File: src/rtl/alu_arbiter_if.sv
// Handshake bundle between two ALU requesters, the arbiter and the result consumer.
`ifndef WORD_LEN
`define WORD_LEN 32
`endif
`ifndef ALUCTRL_LEN
`define ALUCTRL_LEN 4
`endif

interface alu_arbiter_if #(
    parameter int W = `WORD_LEN,
    parameter int C = `ALUCTRL_LEN
);
    logic         req0_valid;
    logic         req1_valid;
    logic         req0_ready;
    logic         req1_ready;
    logic [W-1:0] req0_op1;
    logic [W-1:0] req0_op2;
    logic [W-1:0] req1_op1;
    logic [W-1:0] req1_op2;
    logic [C-1:0] req0_ctrl;
    logic [C-1:0] req1_ctrl;
    logic         rsp_valid;
    logic         rsp_ready;
    logic         rsp_id;
    logic [W-1:0] rsp_res;
    logic         rsp_z;

    modport master (
        output req0_valid, req1_valid,
        output req0_op1, req0_op2, req1_op1, req1_op2,
        output req0_ctrl, req1_ctrl, rsp_ready,
        input  req0_ready, req1_ready,
        input  rsp_valid, rsp_id, rsp_res, rsp_z
    );

    modport slave (
        input  req0_valid, req1_valid,
        input  req0_op1, req0_op2, req1_op1, req1_op2,
        input  req0_ctrl, req1_ctrl, rsp_ready,
        output req0_ready, req1_ready,
        output rsp_valid, rsp_id, rsp_res, rsp_z
    );
endinterface

File: src/rtl/alu_arbiter.sv
// Two requesters share one ALU through an IDLE/EXEC/RESP sequencer.
// Define ALU_ARB_RR_EN for round-robin grant; otherwise requester 0 has priority.
`ifndef WORD_LEN
`define WORD_LEN 32
`endif
`ifndef ALUCTRL_LEN
`define ALUCTRL_LEN 4
`endif
`ifndef ADD
`define ADD  4'd0
`endif
`ifndef SUB
`define SUB  4'd1
`endif
`ifndef ADDU
`define ADDU 4'd2
`endif
`ifndef AND
`define AND  4'd3
`endif
`ifndef OR
`define OR   4'd4
`endif
`ifndef SLT
`define SLT  4'd5
`endif

module alu_arbiter #(
    parameter int W = `WORD_LEN,
    parameter int C = `ALUCTRL_LEN
) (
    input  logic clk,
    input  logic rst,
    alu_arbiter_if.slave bus
);
    typedef enum logic [1:0] {IDLE, EXEC, RESP} state_t;

    state_t       state_q;
    logic [W-1:0] op1_q;
    logic [W-1:0] op2_q;
    logic [C-1:0] ctrl_q;
    logic         id_q;
    logic         rsp_valid_q;
    logic         rsp_id_q;
    logic         rsp_z_q;
    logic [W-1:0] rsp_res_q;

    logic         gnt0;
    logic         gnt1;
    logic         accept;
    logic [W-1:0] alu_res_d;
    logic         slt;

`ifdef ALU_ARB_RR_EN
    logic last_q;

    // On contention the requester that did not win last time goes first.
    always_comb begin
        gnt0 = bus.req0_valid;
        gnt1 = bus.req1_valid;
        if (bus.req0_valid && bus.req1_valid) begin
            gnt0 = last_q;
            gnt1 = !last_q;
        end
    end
`else
    assign gnt0 = bus.req0_valid;
    assign gnt1 = bus.req1_valid && !bus.req0_valid;
`endif

    assign accept         = (state_q == IDLE) && !rst && (gnt0 || gnt1);
    assign bus.req0_ready = (state_q == IDLE) && !rst && gnt0;
    assign bus.req1_ready = (state_q == IDLE) && !rst && gnt1;

    assign slt = $signed(op1_q) < $signed(op2_q);

    always_comb begin
        alu_res_d = '0;
        case (ctrl_q)
            `ADD:    alu_res_d = op1_q + op2_q;
            `SUB:    alu_res_d = op1_q - op2_q;
            `ADDU:   alu_res_d = op1_q + op2_q;
            `AND:    alu_res_d = op1_q & op2_q;
            `OR:     alu_res_d = op1_q | op2_q;
            `SLT:    alu_res_d = {{(W-1){1'b0}}, slt};
            default: alu_res_d = '0;
        endcase
    end

    always_ff @(posedge clk) begin
        if (rst) begin
            state_q     <= IDLE;
            op1_q       <= '0;
            op2_q       <= '0;
            ctrl_q      <= '0;
            id_q        <= 1'b0;
            rsp_valid_q <= 1'b0;
            rsp_id_q    <= 1'b0;
            rsp_z_q     <= 1'b0;
            rsp_res_q   <= '0;
`ifdef ALU_ARB_RR_EN
            last_q      <= 1'b1;
`endif
        end else begin
            unique case (state_q)
                IDLE: begin
                    if (accept) begin
                        op1_q   <= gnt1 ? bus.req1_op1 : bus.req0_op1;
                        op2_q   <= gnt1 ? bus.req1_op2 : bus.req0_op2;
                        ctrl_q  <= gnt1 ? bus.req1_ctrl : bus.req0_ctrl;
                        id_q    <= gnt1;
                        state_q <= EXEC;
`ifdef ALU_ARB_RR_EN
                        last_q  <= gnt1;
`endif
                    end
                end
                EXEC: begin
                    rsp_res_q   <= alu_res_d;
                    rsp_z_q     <= (op1_q == op2_q);
                    rsp_id_q    <= id_q;
                    rsp_valid_q <= 1'b1;
                    state_q     <= RESP;
                end
                RESP: begin
                    if (bus.rsp_ready) begin
                        rsp_valid_q <= 1'b0;
                        state_q     <= IDLE;
                    end
                end
                default: state_q <= IDLE;
            endcase
        end
    end

    assign bus.rsp_valid = rsp_valid_q;
    assign bus.rsp_id    = rsp_id_q;
    assign bus.rsp_res   = rsp_res_q;
    assign bus.rsp_z     = rsp_z_q;
endmodule

File: src/flat_wrapper.sv
// flat-port wrapper written by rule: the top's interface ports become plain ports
module alu_arbiter_flat 
#(
    parameter int W = `WORD_LEN,
    parameter int C = `ALUCTRL_LEN
)
  (clk, rst, bus_req0_valid, bus_req1_valid, bus_req0_op1, bus_req0_op2, bus_req1_op1, bus_req1_op2, bus_req0_ctrl, bus_req1_ctrl, bus_rsp_ready, bus_req0_ready, bus_req1_ready, bus_rsp_valid, bus_rsp_id, bus_rsp_res, bus_rsp_z);
  alu_arbiter_if #(.W(W), .C(C)) bus_i ();
  input  logic clk;
  input  logic rst;
  input wire logic [$bits(bus_i.req0_valid)-1:0] bus_req0_valid;
  input wire logic [$bits(bus_i.req1_valid)-1:0] bus_req1_valid;
  input wire logic [$bits(bus_i.req0_op1)-1:0] bus_req0_op1;
  input wire logic [$bits(bus_i.req0_op2)-1:0] bus_req0_op2;
  input wire logic [$bits(bus_i.req1_op1)-1:0] bus_req1_op1;
  input wire logic [$bits(bus_i.req1_op2)-1:0] bus_req1_op2;
  input wire logic [$bits(bus_i.req0_ctrl)-1:0] bus_req0_ctrl;
  input wire logic [$bits(bus_i.req1_ctrl)-1:0] bus_req1_ctrl;
  input wire logic [$bits(bus_i.rsp_ready)-1:0] bus_rsp_ready;
  output wire logic [$bits(bus_i.req0_ready)-1:0] bus_req0_ready;
  output wire logic [$bits(bus_i.req1_ready)-1:0] bus_req1_ready;
  output wire logic [$bits(bus_i.rsp_valid)-1:0] bus_rsp_valid;
  output wire logic [$bits(bus_i.rsp_id)-1:0] bus_rsp_id;
  output wire logic [$bits(bus_i.rsp_res)-1:0] bus_rsp_res;
  output wire logic [$bits(bus_i.rsp_z)-1:0] bus_rsp_z;
  assign bus_i.req0_valid = bus_req0_valid;
  assign bus_i.req1_valid = bus_req1_valid;
  assign bus_i.req0_op1 = bus_req0_op1;
  assign bus_i.req0_op2 = bus_req0_op2;
  assign bus_i.req1_op1 = bus_req1_op1;
  assign bus_i.req1_op2 = bus_req1_op2;
  assign bus_i.req0_ctrl = bus_req0_ctrl;
  assign bus_i.req1_ctrl = bus_req1_ctrl;
  assign bus_i.rsp_ready = bus_rsp_ready;
  assign bus_req0_ready = bus_i.req0_ready;
  assign bus_req1_ready = bus_i.req1_ready;
  assign bus_rsp_valid = bus_i.rsp_valid;
  assign bus_rsp_id = bus_i.rsp_id;
  assign bus_rsp_res = bus_i.rsp_res;
  assign bus_rsp_z = bus_i.rsp_z;
  alu_arbiter #(.W(W), .C(C)) u_core (.clk(clk), .rst(rst), .bus(bus_i));
endmodule
File: config.mk
export PLATFORM = sky130hd
export DESIGN_NAME = alu_arbiter_flat
export DESIGN_NICKNAME = d
export VERILOG_FILES = /design/src/rtl/alu_arbiter_if.sv /design/src/rtl/alu_arbiter.sv /design/src/flat_wrapper.sv
export SDC_FILE = /design/constraint.sdc
export NUM_CORES = 1
export LEC_CHECK = 0
export BUFFER_PORTS_ARGS = -buffer_cell sky130_fd_sc_hd__buf_2
export CORE_MARGIN = 10
export CORE_UTILIZATION = 41
export CTS_CLUSTER_SIZE = 14
export DETAILED_ROUTE_END_ITERATION = 12
export GPL_ROUTABILITY_DRIVEN = 0
export HOLD_SLACK_MARGIN = 0.08
export SYNTH_ARGS = -nofsm -noshare
export SYNTH_HDL_FRONTEND = slang
export SYNTH_SLANG_ARGS = --single-unit
export TNS_END_PERCENT = 100
File: constraint.sdc
create_clock -name clk -period 3.2 [get_ports clk]
set_input_delay 0.48 -clock clk [delete_from_list [all_inputs] [get_ports clk]]
set_output_delay 0.48 -clock clk [all_outputs]
set_load 0.01 [all_outputs]
==> run metrics <==
post-cts hold buffer count 0; result of the run finished, final reports clean; number of antenna violations at the first check in global routing 0; CTS tree built; skew final between 0.015 and 0.02 ns; Logic pwr share around half; height of the die 168 um; number of cells on the worst reg-to-reg path 12; signal arrival time at the worst endpoint 3.37 ns; DRC violation count after routing 0; sequential element share of the synthesized area between 20% and 30%; Data required, critical path approximately 3.5 ns; startpoint kind of the worst setup timing path flop; RSZ-0062 raised after global routing yes; number of placed cells counting well taps between 1500 and 2000; maximum capacitance violations 0; total global-route track usage between 20% and 30%; routed via count divided by cell count approximately 5.6; Inserted Clock Buffers 9; share of layout cells above drive strength 1 between 30 and 40%; clock period minus worst slack 3.11 ns; Max clock buf depth 2; Cell Count, Final, Fillers Out about 1700; width of the die 168 um; clock latency on the worst-skew pair around 0.38 ns; I/O Pins 178; Starting Density 41.5%; Sw Share between 40% and 50%; I/O Buffers about 180; stage delay of the slowest cell on the critical path 0.44 ns; Final TNS setup 0 ns; Buffers & Inverters on Critical Path 1; Max IR drop VDD between 200 and 250 uV; endpoint kind of the worst setup timing path flop; Non-Filler Cell Area, Final approximately 0.012 mm2; number of stages on the worst setup path 12; post-synthesis cell area between 0.009 and 0.01 mm2; commonest non-fill, non-tap cell in the layout sky130_fd_sc_hd__buf_2; Root Driver sky130_fd_sc_hd__clkbuf_16; Slew Limit Headroom 44.7%; Final #Nets 1651; final worst slack approximately 0.095 ns; reg-to-reg critical path startpoint u_core.op1_q[8]; Synth Register Bits 106; DP Area roughly 0.011 mm2; Row Count 54; starting DRC count in detailed routing about 710; slowest cell on the critical path sky130_fd_sc_hd__or4_4; post-placement setup slack -0.211 ns; Clock transition at path regs approximately 0.090 ns; # setup viols final 0; register share of total power 29.5%; count of flip-flops with a built-in enable after synthesis 0; number of global-route vias before repair around 9500; highest achievable clock rate 322 MHz; Final Hold Fails 0; Synth Area per Inst approximately 7.8 um2; CP Cell Sequence buf_4 > ha_1 > or3b_4 > a311oi_2 > a21oi_2 > and3_4 > or4_4 > a31o_4 > a21oi_4 > xnor2_2 > o221ai_2 > a221o_1; WL final 30300 um; average wire per cell in the routed design around 18 um; antenna diode count 0; number of warning messages in the yosys log 0; pins over their slew limit 0; crit path kind flop to flop; final cycle utilization of the critical path about 97%; cell family contributing the most delay on the critical path compound AO/OA/AOI/OAI gates; relative contribution of the clock network to total power between 20% and 30%; source of the worst hold timing path bus_rsp_ready; die outline area between 0.02 and 0.03 mm2; number of standard cells after synthesis around 1200; Post-Synthesis Net Count 1395; P_leak slightly above 5 nW; primary flip-flop cell chosen by synthesis mapping sky130_fd_sc_hd__dfxtp_1; TritonRoute pass-1 iters 5; Netlist cell types 80; pin count of the biggest net entering global routing 71; Post-DRT Antenna Nets 0; GRT Residual Overflow 0; highest-count cells in the layout ignoring fill and taps sky130_fd_sc_hd__buf_2 (177), sky130_fd_sc_hd__nor2_1 (149), sky130_fd_sc_hd__buf_4 (146); power spent charging and discharging nets approximately 2.1 mW; sink count of the clock tree 106; proportion of register bits with asynchronous set or reset after synthesis 0%; Hold/Removal Path Class input pin to flop; core footprint about 0.022 mm2; Worst-Margin Slew ~0.83 ns; Max FO, Critical Path 3; Post-DP HPWL approximately 23000 um; wire length of the first global-routing pass just under 50000 um; origin of the worst setup path u_core.op1_q[8]; Syn-to-layout area delta 29.7%; internal power of the cells 3.13 mW; vias after detailed routing around 9600; P per Cell Area around 450 mW/mm2; cell depth of the worst min-delay path 3; Max H-tree Level 3
-- layout make-up --
type | instances | area (um2)
repair buffers | 326 | 2020
inverters | 88 | 330
well taps | 280 | 350
fillers | 2105 | 10000
flip-flops and latches | 106 | 2130
clock inverters | 7 | 58.8
clock buffers | 9 | 225
multi-input cells | 880 | 6600
-- worst register-to-register path, stage by stage (launching register included) --
cell and delay, ns:
sky130_fd_sc_hd__dfxtp_2 0.33, sky130_fd_sc_hd__buf_4 0.13, sky130_fd_sc_hd__ha_1 0.18, sky130_fd_sc_hd__or3b_4 0.39, sky130_fd_sc_hd__a311oi_2 0.29, sky130_fd_sc_hd__a21oi_2 0.07
sky130_fd_sc_hd__and3_4 0.20, sky130_fd_sc_hd__or4_4 0.44, sky130_fd_sc_hd__a31o_4 0.27, sky130_fd_sc_hd__a21oi_4 0.15, sky130_fd_sc_hd__xnor2_2 0.13, sky130_fd_sc_hd__o221ai_2 0.10
sky130_fd_sc_hd__a221o_1 0.30
-- per-layer routing --
| layer | part of all wire (%) | global-route usage (%) | wire (um) | up-vias |
|---|---|---|---|---|
| li1 | - | - | - | 4714 |
| met1 | 46 | 27.1 | 13900 | 4455 |
| met2 | 45 | 32.8 | 13700 | 368 |
| met3 | 6.9 | 3.59 | 2100 | 45 |
| met4 | 2.1 | 6.25 | 628 | 0 |
| met5 | 0 | 0 | 0 | - |
-- power by group through the flow --
| stage | clock network [mW] | logic [mW] | registers (mW) |
|---|---|---|---|
| 4_1_cts | 1.16 | 2.39 | 1.54 |
| 3_3_place_gp | 0 | 2.30 | 1.57 |
| 6_report | 1.14 | 2.56 | 1.54 |
| 2_1_floorplan | 0 | 1.46 | 1.56 |
| 3_5_place_dp | 0 | 2.32 | 1.57 |
| 5_1_grt | 1.20 | 2.81 | 1.56 |
-- Yosys cell counts, drive strengths merged (5+ instances only) --
master | number | area share [%]
a21oi | 92 | 5.1
nand2b | 9 | 0.65
a21o | 14 | 1.2
a221o | 10 | 1.1
o21bai | 15 | 1.2
ha | 97 | 13
o211ai | 12 | 1.0
nor3 | 16 | 0.89
a211oi | 80 | 6.6
nor2b | 13 | 0.90
nand3 | 9 | 0.50
a221oi | 18 | 1.7
nand4 | 9 | 0.62
a2111oi | 5 | 0.69
nor2 | 150 | 6.3
a22o | 6 | 0.58
mux2i | 70 | 7.8
o31ai | 8 | 0.66
a22oi | 9 | 0.75
clkbuf | 52 | 2.2
o21a | 5 | 0.42
nand2 | 61 | 2.5
and2 | 7 | 0.48
o21ai | 53 | 2.9
nor4 | 10 | 0.69
dfxtp | 106 | 23
o221ai | 9 | 0.94
xnor2 | 9 | 0.87
o22ai | 9 | 0.62
inv | 88 | 3.7
and3 | 7 | 0.55
or2 | 5 | 0.35
buf | 29 | 2.2
-- stage by stage --
step	util, %	hold slack [ns]	power [mW]
detailed placement	50.5	0.448	3.89
finish	53.9	0.391	5.24
global placement	50.5	0.438	3.87
floorplan	-	0.432	3.03
global route	53.9	0.413	5.56
CTS	52.4	0.384	5.08
-- registers in the layout (all words and copies together), names as in the netlist --
register	flops
u_core.bus.rsp_valid	1
u_core.ctrl_q	4
u_core.op2_q	32
u_core.bus.rsp_res	32
u_core.op1_q	32
u_core.id_q	1
u_core.state_q	2
u_core.bus.rsp_id	1
u_core.bus.rsp_z	1
-- logic make-up after synthesis --
group,share of synthesized area (%)
compound gates,29.6
simple gates,16.2
buf+inv,8.09
flops,23.5
fa+ha+maj,13.9
mux,7.75
xor+xnor,0.969
-- repair_timing --
action | in CTS | in global routing
resized for setup | 15 | 66
setup buffers | 6 | 3
pin swaps | 9 | 18
endpoints found under the setup margin | 14 | 22
hold endpoints to repair | 0 | 0
-- worst paths after layout --
check                                 to  slack (ns)
setup reg to reg  u_core.bus.rsp_res[28]        0.09
hold reg to reg   u_core.bus.rsp_res[14]        0.46
hold / removal         u_core.state_q[1]        0.39
setup / recovery  u_core.bus.rsp_res[28]        0.09
Note: power is estimated with default switching activity, not from simulation.
